`config.mk`:
```
export PLATFORM = sky130hd
export DESIGN_NAME = writeback_scheduler
export DESIGN_NICKNAME = d
export VERILOG_FILES = /design/src/rtl/wb_pkg.sv /design/src/rtl/rr_arbiter.sv /design/src/rtl/writeback_scheduler.sv
export SDC_FILE = /design/constraint.sdc
export NUM_CORES = 1
export LEC_CHECK = 0
export BUFFER_PORTS_ARGS = -buffer_cell sky130_fd_sc_hd__buf_2
export CELL_PAD_IN_SITES_DETAIL_PLACEMENT = 1
export CELL_PAD_IN_SITES_GLOBAL_PLACEMENT = 1
export CORE_MARGIN = 2
export CORE_UTILIZATION = 25
export DETAILED_ROUTE_END_ITERATION = 8
export GPL_TIMING_DRIVEN = 0
export PLACE_DENSITY = 0.59
export RECOVER_POWER = 100
export SETUP_SLACK_MARGIN = 0.5
export SLEW_MARGIN = 0
export SYNTH_ARGS = -nofsm -noshare
export SYNTH_HDL_FRONTEND = slang
export SYNTH_SLANG_ARGS = --single-unit
```
`constraint.sdc`:
```
create_clock -name clk -period 3.85 [get_ports clk]
set_input_delay 0.1925 -clock clk [delete_from_list [all_inputs] [get_ports clk]]
set_output_delay 0.1925 -clock clk [all_outputs]
set_load 0.02 [all_outputs]
```
`src/rtl/wb_pkg.sv`:
```
// Shared writeback parameters: default port/register-file sizing and the
// hard-wired zero register index used by writeback, register file and decode.
package wb_pkg;

    localparam int NREQ_DEF      = 3;
    localparam int REG_BITS_DEF  = 5;
    localparam int REG_WIDTH_DEF = 32;
    localparam int REG_ZERO      = 0;

    // Width of an index into n items; never collapses to zero bits.
    function automatic int idx_bits(input int n);
        return (n > 1) ? $clog2(n) : 1;
    endfunction

endpackage

```
`src/rtl/rr_arbiter.sv`:
```
// Combinational round-robin arbiter: searches last+1, last+2, ... (mod N) and
// grants the first active request. The pointer register belongs to the caller.
module rr_arbiter
    import wb_pkg::*;
#(
    parameter int N = 3
) (
    input  logic [N-1:0]           req,
    input  logic [idx_bits(N)-1:0] last,
    output logic [N-1:0]           grant
);

    localparam int LW = idx_bits(N);

    logic [LW-1:0] idx;
    logic          found;

    always_comb begin
        grant = '0;
        found = 1'b0;
        idx   = '0;
        for (int k = 1; k <= N; k++) begin
            idx = LW'((int'(last) + k) % N);
            if (!found && req[idx]) begin
                grant[idx] = 1'b1;
                found      = 1'b1;
            end
        end
    end

endmodule

```
`src/rtl/writeback_scheduler.sv`:
```
// Round-robin sharing of the register file write port among execution units,
// plus the per-register in-flight (busy) scoreboard queried by decode.
module writeback_scheduler
    import wb_pkg::*;
#(
    parameter int NREQ      = NREQ_DEF,
    parameter int REG_BITS  = REG_BITS_DEF,
    parameter int REG_WIDTH = REG_WIDTH_DEF
) (
    input  logic                        clk,
    input  logic                        rst,
    input  logic [NREQ-1:0]             req_valid,
    input  logic [NREQ*REG_BITS-1:0]    req_dest,
    input  logic [NREQ*REG_WIDTH-1:0]   req_data,
    output logic [NREQ-1:0]             req_ready,
    output logic                        write,
    output logic [REG_BITS-1:0]         wdest,
    output logic [REG_WIDTH-1:0]        wdata,
    input  logic                        alloc_valid,
    input  logic [REG_BITS-1:0]         alloc_dest,
    input  logic [REG_BITS-1:0]         q1,
    input  logic [REG_BITS-1:0]         q2,
    output logic                        q1_busy,
    output logic                        q2_busy,
    output logic [2**REG_BITS-1:0]      busy
);

    localparam int LW    = idx_bits(NREQ);
    localparam int NREGS = 2**REG_BITS;
    localparam logic [REG_BITS-1:0] ZERO_IDX = REG_BITS'(REG_ZERO);

    logic [NREQ-1:0]      grant;
    logic                 xfer;
    logic [LW-1:0]        sel_idx;
    logic [REG_BITS-1:0]  sel_dest;
    logic [REG_WIDTH-1:0] sel_data;

    logic [LW-1:0]        last_q, last_d;
    logic                 write_q, write_d;
    logic [REG_BITS-1:0]  wdest_q, wdest_d;
    logic [REG_WIDTH-1:0] wdata_q, wdata_d;
    logic [NREGS-1:0]     busy_q, busy_d;

    rr_arbiter #(.N(NREQ)) u_arb (
        .req   (req_valid),
        .last  (last_q),
        .grant (grant)
    );

    // No handshake may complete while reset is held.
    assign req_ready = rst ? '0 : grant;
    assign xfer      = |grant;

    always_comb begin
        sel_idx  = '0;
        sel_dest = '0;
        sel_data = '0;
        for (int i = 0; i < NREQ; i++) begin
            if (grant[i]) begin
                sel_idx  = LW'(i);
                sel_dest = req_dest[i*REG_BITS +: REG_BITS];
                sel_data = req_data[i*REG_WIDTH +: REG_WIDTH];
            end
        end
    end

    always_comb begin
        last_d  = last_q;
        write_d = 1'b0;
        wdest_d = wdest_q;
        wdata_d = wdata_q;
        if (xfer) begin
            last_d  = sel_idx;
            write_d = (sel_dest != ZERO_IDX);
            wdest_d = sel_dest;
            wdata_d = sel_data;
        end
    end

    // A same-cycle alloc beats the clear: it belongs to a newer producer.
    generate
        for (genvar gi = 0; gi < NREGS; gi++) begin : g_busy
            if (gi == REG_ZERO) begin : g_zero
                assign busy_d[gi] = 1'b0;
            end else begin : g_reg
                assign busy_d[gi] =
                    (alloc_valid && alloc_dest == REG_BITS'(gi)) ? 1'b1 :
                    (write_q && wdest_q == REG_BITS'(gi))        ? 1'b0 :
                    busy_q[gi];
            end
        end
    endgenerate

    always_ff @(posedge clk or posedge rst) begin
        if (rst) begin
            last_q  <= LW'(NREQ - 1);
            write_q <= 1'b0;
            wdest_q <= '0;
            wdata_q <= '0;
            busy_q  <= '0;
        end else begin
            last_q  <= last_d;
            write_q <= write_d;
            wdest_q <= wdest_d;
            wdata_q <= wdata_d;
            busy_q  <= busy_d;
        end
    end

    assign write   = write_q;
    assign wdest   = wdest_q;
    assign wdata   = wdata_q;
    assign busy    = busy_q;
    assign q1_busy = busy_q[q1];
    assign q2_busy = busy_q[q2];

endmodule
```
==> summary.md <==
| Metric | Value |
|---|---|
| Result of the run | `completed` |
| Clk root buf | `sky130_fd_sc_hd__clkbuf_16` |
| Highest fanout seen on the critical path | `10` |
| Crit path DAT | `3.19 ns` |
| Core occupancy in the finished layout | `0.3460` |
| Peak supply drop | `0.0004398 V` |
| Power density normalized to cell area | `1095 nW/um^2` |
| Period utilisation layout | `0.8776` |
| Synthesized area per cell | `10.31 sq um` |
| Fraction of final layout cells with drive strength greater than 1 | `0.2929` |
| Dpl hpwl | `12890 um` |
| Ports | `207` |
| Final nets | `767` |
| Async S/R FF share, synth | `1.000` |
| Antenna violations before repair | `0` |
| Library cell with the largest summed area after synthesis | `sky130_fd_sc_hd__dfrtp_1` |
| Most common cell on crit path | `sky130_fd_sc_hd__clkbuf_1` |
| Number of DRC violations after detailed routing | `0` |
| Leading post-synthesis cells by cell area | `sky130_fd_sc_hd__dfrtp_1 (41%), sky130_fd_sc_hd__mux4_2 (9.4%), sky130_fd_sc_hd__mux2i_1 (8.1%)` |
| Number of DRC markers in iteration 0 | `161` |
| Source-to-sink clock delay at the later pin of the worst-skew pair | `0.34 ns` |
| Core Rows | `47` |
| Final critical delay including setup and external delays | `3.379 ns` |
| Vias | `4311` |
| Core footprint | `16700 sq um` |
| Tot Pwr | `6.325 mW` |
| Detail-routed net length per standard cell | `18.84 um` |
| Average via count per standard cell | `5.042` |
| Number of filler instances in the final layout | `2038` |
| Standard cell with the maximum stage delay on the critical path | `sky130_fd_sc_hd__dfstp_2` |
| Top FF cell, synth | `sky130_fd_sc_hd__dfrtp_1` |
| Post-synth EDFFs | `0` |
| Hold Path Stages | `2` |
| Max-cap violation count | `0` |
| Critical Path End Type | `output port` |
| Skew final | `0.008215 ns` |
| Vias in the first global route | `4630` |
| Fmax | `296.0 MHz` |
| Final Slew Violations | `0` |
| Worst Hold Launch | `req_data[64]` |
| Clock sink total | `71` |
| Unrepaired setup endpoints after global routing | `false` |
| Worst hold path class | `primary input to register` |
| Synthesis Warnings | `0` |
| Clk slew on worst S/H paths | `0.06 ns` |
| Final setup violation count | `0` |
| Global-route usage over all layers | `0.1794` |
| Worst Reg2Reg Path Length in Cells | `11` |
| Final antenna-violating net count | `0` |
| Portion of synthesized cell area occupied by the leading cell type | `0.4075` |
| Final Routed Wirelength | `16110 um` |
| Starting utilization of the core area | `0.2574` |
| Synthesized net count | `553` |
| Capturing point of the worst reg2reg path | `wdata[13]$_DFFE_PP0P_` |
| Final hold violation count | `0` |
| Leakage component of the power | `2.595 nW` |
| Endpoint of the worst hold path | `wdata[0]$_DFFE_PP0P_` |
| Setup fix buffers added after clock tree synthesis | `0` |
| Launching element type of the critical path | `register` |
| Global placement routability congestion | `0.8165` |
| Wire length of the first global-routing pass | `25300 um` |
| Cell count after synthesis | `417` |
| Commonest non-fill, non-tap cell in the layout | `sky130_fd_sc_hd__buf_2` |
| Buffers from clock root to sink, at most | `2` |
| Syn Std Cell Area | `4299 sq um` |
| Die Span X | `135.1 um` |
| Series of cell instances along the critical path | `inv_1, ha_1, nor2b_1, o211a_1, a31oi_2, o21a_1, clkbuf_1, clkbuf_1, nor2_1, buf_2` |
| Pin count of the biggest net entering global routing | `48` |
| Start-to-end type of the worst setup path | `register to output port` |
| Post-synthesis sequential element count | `71` |
| Worst rel slew slack | `0.1062` |
| Ant. Diodes | `0` |
| CTS H-tree depth | `3` |
| Port Buffer Count | `201` |
| Count of different cell masters after synthesis | `48` |
| R2R Path Start | `last_q[0]$_DFFE_PP0P_` |
| TritonCTS Buffers | `9` |
| Biggest cell delay along the critical path | `0.55 ns` |
| Sequential area share after synthesis | `0.4136` |
| Reg-to-reg setup timing slack | `0.64 ns` |
| Total overflow reported by the global router | `0` |
| Kind of cell adding the most delay to the critical path | `buffers and inverters` |
| DIE HEIGHT | `135.1 um` |
| Summed negative setup slack over all endpoints | `0 ns` |
| Die Footprint | `18260 sq um` |
| Highest-count cells in the layout ignoring fill and taps | `sky130_fd_sc_hd__buf_2 (131), sky130_fd_sc_hd__clkbuf_1 (93), sky130_fd_sc_hd__dfrtp_1 (70), sky130_fd_sc_hd__o21ai_0 (67), sky130_fd_sc_hd__nor2_1 (38)` |
| Count of buffering cells on the critical path with inverters included | `4` |
| Worst slew pin tran | `1.333 ns` |
| Layout overhead on the synthesized area | `34.40%` |
| Worst Path Required | `3.66 ns` |
| TritonCTS clock tree | `built` |
| 1st-pass router iterations | `4` |
==> registers in the layout, indices dropped and copies added, names as in the netlist <==
register / count
busy: 31
last_q: 2
wdata: 32
wdest: 5
write: 1
==> logic make-up (layout without fill, tap and decap cells) <==
logic type | after synthesis | count (layout) | synth area share
muxes | 60 | 60 | 0.1956
adders and majority gates | 4 | 4 | 0.01164
and+or+nand+nor | 96 | 96 | 0.1109
AOI/OAI and AO/OA | 154 | 154 | 0.2334
other | 1 | 1 | 0.0008723
DFF | 71 | 71 | 0.4136
buffers and inverters | 31 | 249 | 0.03405
==> area by class of cell <==
| class | instances | area, sq um | share of cell area |
|---|---|---|---|
| clock inverters | 4 | 22.52 | 0.003898 |
| plain buffers | 26 | 120.1 | 0.02079 |
| clock buffers | 11 | 242.7 | 0.04201 |
| inverters | 5 | 20.02 | 0.003465 |
| well taps | 220 | 275.3 | 0.04764 |
| repair buffers | 203 | 952.2 | 0.1648 |
| multi-input cells | 315 | 2367 | 0.4097 |
| flip-flops and latches | 71 | 1778 | 0.3077 |
==> what timing repair did <==
action / 4_1_cts / 5_1_grt
hold endpoints to repair: 26 / 0
resized for setup: 1 / 1
hold buffers: 1 / 0
endpoints found under the setup margin: 1 / 1
==> Yosys cell counts (2+ instances only) <==
cell type,n
sky130_fd_sc_hd__nand2b_1,12
sky130_fd_sc_hd__nand3b_1,2
sky130_fd_sc_hd__and2_1,2
sky130_fd_sc_hd__or2_2,3
sky130_fd_sc_hd__nor2b_1,9
sky130_fd_sc_hd__a211oi_1,33
sky130_fd_sc_hd__buf_4,5
sky130_fd_sc_hd__nor2_1,39
sky130_fd_sc_hd__mux2i_1,35
sky130_fd_sc_hd__clkbuf_1,14
sky130_fd_sc_hd__o22ai_1,2
sky130_fd_sc_hd__ha_1,4
sky130_fd_sc_hd__buf_1,3
sky130_fd_sc_hd__nand2_1,13
sky130_fd_sc_hd__a21o_1,34
sky130_fd_sc_hd__a21oi_1,3
sky130_fd_sc_hd__mux2_2,5
sky130_fd_sc_hd__nand4_1,3
sky130_fd_sc_hd__nand3_1,6
sky130_fd_sc_hd__dfrtp_1,70
sky130_fd_sc_hd__mux4_2,18
sky130_fd_sc_hd__buf_2,3
sky130_fd_sc_hd__nand4b_1,2
sky130_fd_sc_hd__a221oi_1,2
sky130_fd_sc_hd__o21a_1,2
sky130_fd_sc_hd__inv_1,5
sky130_fd_sc_hd__o21ai_0,67
==> metal layers <==
metal | global-route usage | wire (um)
met3 | 0.05761 | 1569
met4 | 0.06192 | 282
met2 | 0.3105 | 7836
met5 | 0 | 0
met1 | 0.2097 | 6423
==> through the flow <==
step / area (sq um) / hold slack, ns / setup slack [ns] / cells
after global routing: 5778 / 0.05074 / 0.3065 / 855
after CTS: 5887 / 0.03744 / 0.5644 / 855
final: 5778 / 0.04753 / 0.4711 / 855
after floorplan: 4299 / 0.3094 / 1.281 / 417
after detailed placement: 5610 / 0.2210 / 0.7289 / 839
after global placement: 5580 / 0.3932 / 0.6336 / 838
==> report_power, final <==
part / switching (mW) / leakage, nW / internal, mW
Sequential: 0.356 / 0.826 / 1.17
Combinational: 2.38 / 1.64 / 1.64
Clock: 0.326 / 0.131 / 0.447
Total: 3.07 / 2.59 / 3.26
==> worst max path at each step <==
stage                                  to                  start  depth (start not counted)  slack, ns
after global placement       req_ready[0]                    rst                          4       0.63
after global routing         req_ready[1]  last_q[1]$_DFFE_PP1P_                         10       0.31
final                        req_ready[1]  last_q[1]$_DFFE_PP1P_                         10       0.47
after detailed placement     req_ready[2]  last_q[1]$_DFFE_PP1P_                         11       0.73
after floorplan           write$_DFF_PP0_  last_q[0]$_DFFE_PP0P_                          9       1.28
after CTS                    req_ready[2]  last_q[1]$_DFFE_PP1P_                         11       0.56
Note: power is estimated with default switching activity, not from simulation.
